==> config.mk <==
export PLATFORM = sky130hd
export DESIGN_NAME = y86_alu
export DESIGN_NICKNAME = d
export VERILOG_FILES = /design/src/rtl/y86_alu.sv
export SDC_FILE = /design/constraint.sdc
export NUM_CORES = 1
export LEC_CHECK = 0
export BUFFER_PORTS_ARGS = -buffer_cell sky130_fd_sc_hd__buf_2
export CELL_PAD_IN_SITES_DETAIL_PLACEMENT = 0
export CELL_PAD_IN_SITES_GLOBAL_PLACEMENT = 1
export CORE_MARGIN = 5
export CORE_UTILIZATION = 26
export CTS_BUF_LIST = sky130_fd_sc_hd__clkbuf_8 sky130_fd_sc_hd__clkbuf_16
export DETAILED_ROUTE_END_ITERATION = 8
export HOLD_SLACK_MARGIN = 0.08
export PLACE_DENSITY_LB_ADDON = 0.3
export SETUP_SLACK_MARGIN = 0.2
export SLEW_MARGIN = 10
export SYNTH_ARGS = -nofsm -noshare
export SYNTH_HDL_FRONTEND = slang
export SYNTH_SLANG_ARGS = --single-unit
==> constraint.sdc <==
create_clock -name clk -period 15.3 [get_ports clk]
set_clock_uncertainty 0.2 [all_clocks]
set_input_delay 2.295 -clock clk [delete_from_list [all_inputs] [get_ports clk]]
set_output_delay 2.295 -clock clk [all_outputs]
set_load 0.03 [all_outputs]
==> src/rtl/y86_alu.sv <==
// ---------------------------------------------------------------------------
// y86_alu
//   Execute-stage ALU for the Y86-64 sequential processor. Computes
//   add / sub / and / xor combinationally, derives {ZF,SF,OF} for the
//   current result, holds the architectural condition-code register and
//   evaluates the jXX / cmovXX condition from the stored codes.
//
// Ports
//   clk      in   1      clock; cc updates on the rising edge
//   rst_n    in   1      asynchronous active-low reset, clears cc
//   a        in   WIDTH  first operand (valB)
//   b        in   WIDTH  second operand (valA, valC or 8)
//   op       in   2      00 add, 01 sub (a - b), 10 and, 11 xor
//   set_cc   in   1      load cc from flags at the next rising edge
//   cond_fn  in   4      condition selector (ifun): 0..6, 7..15 never
//   result   out  WIDTH  combinational ALU result
//   flags    out  3      combinational {ZF,SF,OF} of result
//   cc       out  3      registered {ZF,SF,OF}
//   cnd      out  1      condition outcome from cc and cond_fn
// ---------------------------------------------------------------------------
module y86_alu #(
    parameter int WIDTH = 64
) (
    input  logic             clk,
    input  logic             rst_n,
    input  logic [WIDTH-1:0] a,
    input  logic [WIDTH-1:0] b,
    input  logic [1:0]       op,
    input  logic             set_cc,
    input  logic [3:0]       cond_fn,
    output logic [WIDTH-1:0] result,
    output logic [2:0]       flags,
    output logic [2:0]       cc,
    output logic             cnd
);

    localparam logic [1:0] OP_ADD = 2'b00;
    localparam logic [1:0] OP_SUB = 2'b01;
    localparam logic [1:0] OP_AND = 2'b10;
    localparam logic [1:0] OP_XOR = 2'b11;

    // Shared adder: subtraction is a + ~b + 1, so one adder covers both.
    logic             is_sub;
    logic [WIDTH-1:0] b_eff;
    logic [WIDTH-1:0] sum;

    assign is_sub = (op == OP_SUB);
    assign b_eff  = is_sub ? ~b : b;
    assign sum    = a + b_eff + {{(WIDTH-1){1'b0}}, is_sub};

    always_comb begin
        result = sum;
        case (op)
            OP_ADD:  result = sum;
            OP_SUB:  result = sum;
            OP_AND:  result = a & b;
            OP_XOR:  result = a ^ b;
            default: result = sum;
        endcase
    end

    // Flag derivation. Overflow is a sign-based rule: add overflows when
    // both operands share a sign that the result lacks; sub overflows when
    // the operands differ in sign and the result's sign differs from a.
    logic zf;
    logic sf;
    logic of;

    assign zf = (result == '0);
    assign sf = result[WIDTH-1];

    always_comb begin
        of = 1'b0;
        case (op)
            OP_ADD:  of = (a[WIDTH-1] == b[WIDTH-1]) && (result[WIDTH-1] != a[WIDTH-1]);
            OP_SUB:  of = (a[WIDTH-1] != b[WIDTH-1]) && (result[WIDTH-1] != a[WIDTH-1]);
            default: of = 1'b0;
        endcase
    end

    assign flags = {zf, sf, of};

    // Architectural condition codes. Only OPq raises set_cc; address and
    // move computations share the ALU without touching cc.
    always_ff @(posedge clk or negedge rst_n) begin
        if (!rst_n) begin
            cc <= 3'b000;
        end else if (set_cc) begin
            cc <= flags;
        end
    end

    // Branch / cmov condition, always from the stored codes so that a
    // compare is visible to the following instruction, not the same one.
    logic cc_zf;
    logic cc_sf;
    logic cc_of;
    logic lt;

    assign cc_zf = cc[2];
    assign cc_sf = cc[1];
    assign cc_of = cc[0];
    assign lt    = cc_sf ^ cc_of;

    always_comb begin
        cnd = 1'b0;
        case (cond_fn)
            4'd0:    cnd = 1'b1;
            4'd1:    cnd = lt | cc_zf;
            4'd2:    cnd = lt;
            4'd3:    cnd = cc_zf;
            4'd4:    cnd = ~cc_zf;
            4'd5:    cnd = ~lt;
            4'd6:    cnd = ~lt & ~cc_zf;
            default: cnd = 1'b0;
        endcase
    end

endmodule

### Word-level counts from Yosys, hierarchy flattened

Cells that the tools add are included.

* register bits after elaboration: 3
* output and inout bits: 71

* reductions and logical operators: 6
* bitwise gates (word level): 8
* mux-type cells: 4
* equality and inequality tests: 12
* add/sub/neg operators: 2

Operators by type and width (number)
* case mux 64 bit (3 select lines): 1
* adder 64 x 1 -> 64 bit: 1
* adder 64 bit: 1
* bitwise AND 64 bit: 1
* logical NOT 64 bit: 1
* 2-to-1 mux 64 bit: 1
* inverter 64 bit: 1
* XOR 64 bit: 1
* == test 4 x 3 -> 1 bit, second input constant: 3
* == test 4 x 2 -> 1 bit, second input constant: 2
* case mux 1 bit (7 select lines): 1
* == test 2 bit, second input constant: 2
* == test 4 x 1 -> 1 bit, second input constant: 1
* logical NOT 4 bit: 1
* == test 2 x 1 -> 1 bit, second input constant: 1
* logical AND 1 bit: 2
* logical NOT 2 bit: 1
* != test 1 bit: 2
* inverter 1 bit: 2
* case mux 1 bit (2 select lines): 1
* OR reduction 2 bit: 1
* bitwise AND 1 bit: 1
* == test 1 bit: 1
* bitwise OR 1 bit: 1
* XOR 1 bit: 1

### Depth between registers and ports, before layout

* word-level depth: 8
* gate-level depth with buffers: 19
* gate-level depth less buffers: 15

### Worst setup path before layout

OpenSTA, ideal clock, no wires.

* path type: in2out
* start: input port op[0]
* end: output port flags[2]
* slack: 6.100 ns
* arrival time: 6.705 ns
* buffers on the path: 4
* cell stages on the path: 18
* cells stage by stage: buf_2 > nand2b_1 > buf_2 > buf_1 > xnor2_1 > ha_1 > a21oi_1 > o21ai_0 > a221oi_2 > o221ai_1 > a31oi_1 > xnor2_1 > o21ai_0 > or4_1 > nor4_2 > nand4_1 > nor2_1 > buf_4

* word-level cells in the longest chain between the ends: 6
* elaborated cells between the ends (all ways): 10
* those cells by class: add/sub (2); eq/ne (3); mux (2); reduce/logical (3)

RTL lines
* start: declaration: RTL line 28 `input logic [1:0] op,`
* == test 2 x 1 -> 1 bit: RTL line 47, 53
* 2-to-1 mux 64 bit: RTL line 48 `assign b_eff = is_sub ? ~b : b;`
* adder 64 bit: RTL line 49 `assign sum = a + b_eff + {{(WIDTH-1){1'b0}}, is_sub};`
* adder 64 x 1 -> 64 bit: RTL line 49
* case mux 64 bit (3 select lines) *: RTL line 53 `case (op)`
* via result[41]: RTL line 31 `output logic [WIDTH-1:0] result,`
* logical NOT 64 bit *: RTL line 69 `assign zf = (result == '0);`
* end: declaration: RTL line 32 `output logic [2:0] flags,`

The timed path passes the listed nets; every way through them passes the cells marked *.

### Final worst setup path

* start: input port op[0]
* end: output port flags[2]

* word-level cells in the longest chain between the ends: 6
* elaborated cells between the ends (all ways): 10
* those cells by class: add/sub (2); eq/ne (3); mux (2); reduce/logical (3)

RTL lines (RTL line)
* == test 2 x 1 -> 1 bit: 47, 53
* 2-to-1 mux 64 bit: 48
* adder 64 bit: 49
* adder 64 x 1 -> 64 bit: 49
* case mux 64 bit (3 select lines) *: 53
* logical NOT 64 bit *: 69

Every way passes the cells marked *; elsewhere a longest branch is shown, timed or not.

==> impl_metrics.yaml <==
placed_design:
  gp_congestion: 0.936
  dpl-instance-area_um2: 9500
  port_buffers: 207
  dp.final_hpwl_mm: 32.4
  place_ws_ns: 4.40
finish:
  multi_input_area_um2: 7730
  finalNetCount: 1616
  antennaDiodeCount: 0
  max_flop_register: "cc"
  largest_reg_flops: 3
  design_area_um2: 9580
  area_delta_synth_final_pct: 17.4
  top_regs: "cc (3)"
  register_area_um2: 75.1
  layout-drive-gt1-share: 0.202
  n_fill_cell: 3494
grt:
  grt_overflow_total: 0
  grt.busiest_layer: "met2"
  met1_usage: 0.288
  grt_pass1_wl_mm: 57.4
  grtUsageMet3: 0.0194
  grt_util_all_layers: 0.203
  met2_usage: 0.333
  antenna_found_initial: 0
  grt_pass1_vias: 9691
  grt_max_degree: 65
sta:
  fmax_ghz: 0.0916
  max_slew_margin: 0.480
  fin_hold_ws_ns: 0.321
  setup_tns_ns: 0
  grt_setup_unrepaired: "false"
  finalHoldViolations: 0
  tightest_slew_ns: 0.761
  min_period_ns: 10.91
  finalSetupViolCount: 0
  drv_slew: 0
  timing.final.crit_share: 0.713
  layout_setup_ws_ns: 4.39
die:
  dieArea_um2: 35000
  coreArea_um2: 30800
  die_height_um: 187
  rows: 64
  ios: 208
  start_util: 0.265
  die_w_um: 187
critical_path:
  critPathTopFamily: "compound AO/OA/AOI/OAI gates"
  path_max_fanout: 43
  worst_setup_path_start_kind: "input pin"
  path_class: "input pin to output pin"
  crit_chain: "buf_4 -> nand2b_4 -> buf_4 -> xnor2_1 -> ha_1 -> a21oi_1 -> o21ai_0 -> a221oi_2 -> o221ai_1 -> a31oi_1 -> xnor2_1 -> o21ai_0 -> or4_1 -> nor4_2 -> nand4_1 -> nor2_1 -> buf_2"
  end_kind: "output pin"
  rr_worst_depth: 2
  arrival_ns: 8.42
  cp_slowest_stage_delay_ns: 0.73
  crit_cells: 17
  cp_slowest_cell: "a31oi_1"
  required_ns: 12.81
  cp_num_buf_inv: 3
synth:
  synth_area_um2: 8160
  synth_cells: 1189
  avgSynthCellArea_um2: 6.86
  synthesis.nets: 1459
  yosysMostFrequentCell: "ha_1"
  synth_top_flop_cell: "dfrtp_1"
  ys_types: 80
  synth_top_area_share: 0.202
  synth.area.top_cells: "ha_1 (20%), xnor2_1 (9.0%), a21oi_1 (7.4%)"
  yosys_register_bits: 3
  synth.largest_area_cell: "ha_1"
  async_flop_share: 1.00
  ys_warn_count: 0
  synth_commonest_cells: "ha_1 (132), a21oi_1 (121), nand2_1 (119)"
  synth_edf_count: 0
  synth_sequential_area_ratio: 0.00920
cts:
  postCtsSetupBuffers: 0
  clkTransAtPathRegs_ns: 0.03
  post_cts_resized: 0
  insertion_delay_ns: 0.23
  postCtsHoldBufs: 0
  htree_levels: 1
  cts_num_sinks: 3
  clockBufferDepth: 2
  cts_buffers: 3
  cts_tree: "yes"
  root_buffer: "clkbuf_16"
drt:
  detail-route-antenna-nets: 0
  wl_per_cell_um: 21.9
  dr.pass1.iters: 5
  vias_per_cell: 5.69
  drcViolationCount: 0
  num_vias: 9900
  first_iter_violations: 739
  drt_wl_total_mm: 38.1
hold_path:
  hold_class: "flip-flop to flip-flop"
  hold_path_depth: 2
pwr:
  leakage_nw: 4.14
  p_per_area_nw_per_um2: 68.9
  vdd_ir_drop_max_v: 0.0000250
run_status:
  status: "finished clean"
job:
  maxCapViolCount: 0
worst paths after layout:
check                      startpoint       end  slack [ns]
setup reg to reg                cc[1]     cc[1]       14.42
hold / removal                  cc[0]     cc[0]        0.32
hold reg to reg                 cc[0]     cc[0]        0.32
max in group asynchronous       rst_n     cc[2]       13.13
setup / recovery                op[0]  flags[2]        4.39
min in group asynchronous       rst_n     cc[1]        1.66
layout by cell type, fill, tap and decap left out, types with 12 or more instances in the layout:
master | netlist | final
a211oi_1 | 15 | 15
a21o_1 | 22 | 22
a21oi_1 | 121 | 121
a31oi_1 | 12 | 12
buf_2 | 4 | 205
ha_1 | 132 | 132
inv_1 | 26 | 27
mux2_2 | 14 | 14
mux2i_1 | 35 | 35
nand2_1 | 119 | 119
nand3_1 | 20 | 20
nand4_1 | 29 | 29
nor2_1 | 88 | 88
nor2b_1 | 13 | 13
nor3_1 | 38 | 38
nor4_1 | 15 | 15
o211ai_1 | 33 | 33
o21a_1 | 16 | 16
o21ai_0 | 84 | 84
o31ai_1 | 12 | 12
or2_2 | 24 | 24
xnor2_1 | 84 | 84
layout make-up:
class | instances | share of cell area
clock buffer | 3 | 0.00784
clock inverter | 1 | 0.000392
inverter | 27 | 0.0106
multi-input combinational | 1097 | 0.807
sequential | 3 | 0.00784
tap | 396 | 0.0517
timing repair buffer | 214 | 0.114
cells by family after synthesis:
kind of cell / count (synthesis) / share of synthesized area
buf+inv: 89 / 0.0439
compound gates: 413 / 0.329
fa+ha+maj: 133 / 0.205
flops: 3 / 0.00920
simple gates: 407 / 0.249
mux: 49 / 0.0623
xor+xnor: 95 / 0.102
per-layer routing:
metal	vias up	share of wire
met2	351	0.44
met4	0	0.028
li1	4832	-
met3	53	0.055
met1	4664	0.47
met5	-	0
report_power, final:
part / internal [W] / switching (W)
Sequential: 0.00000889 / 0.000000935
Clock: 0.0000338 / 0.00000811
Combinational: 0.000202 / 0.000406
worst reg2reg max path: cells and delay by family, from the launching register on:
kind | cells | cell delay [ns]
flip-flops | 1 | 0.40
AO/OA/AOI/OAI | 1 | 0.04
AND/OR/NAND/NOR | 1 | 0.11
through the flow:
stage	instances	power, W	utilization
final	1741	0.000660	0.311
after global routing	1741	0.000715	0.311
after CTS	1741	0.000659	0.311
after floorplan	1189	0.000420	-
after detailed placement	1737	0.000613	0.308
after global placement	1737	0.000617	0.308
No activity file was read; power rests on OpenSTA's default activity.
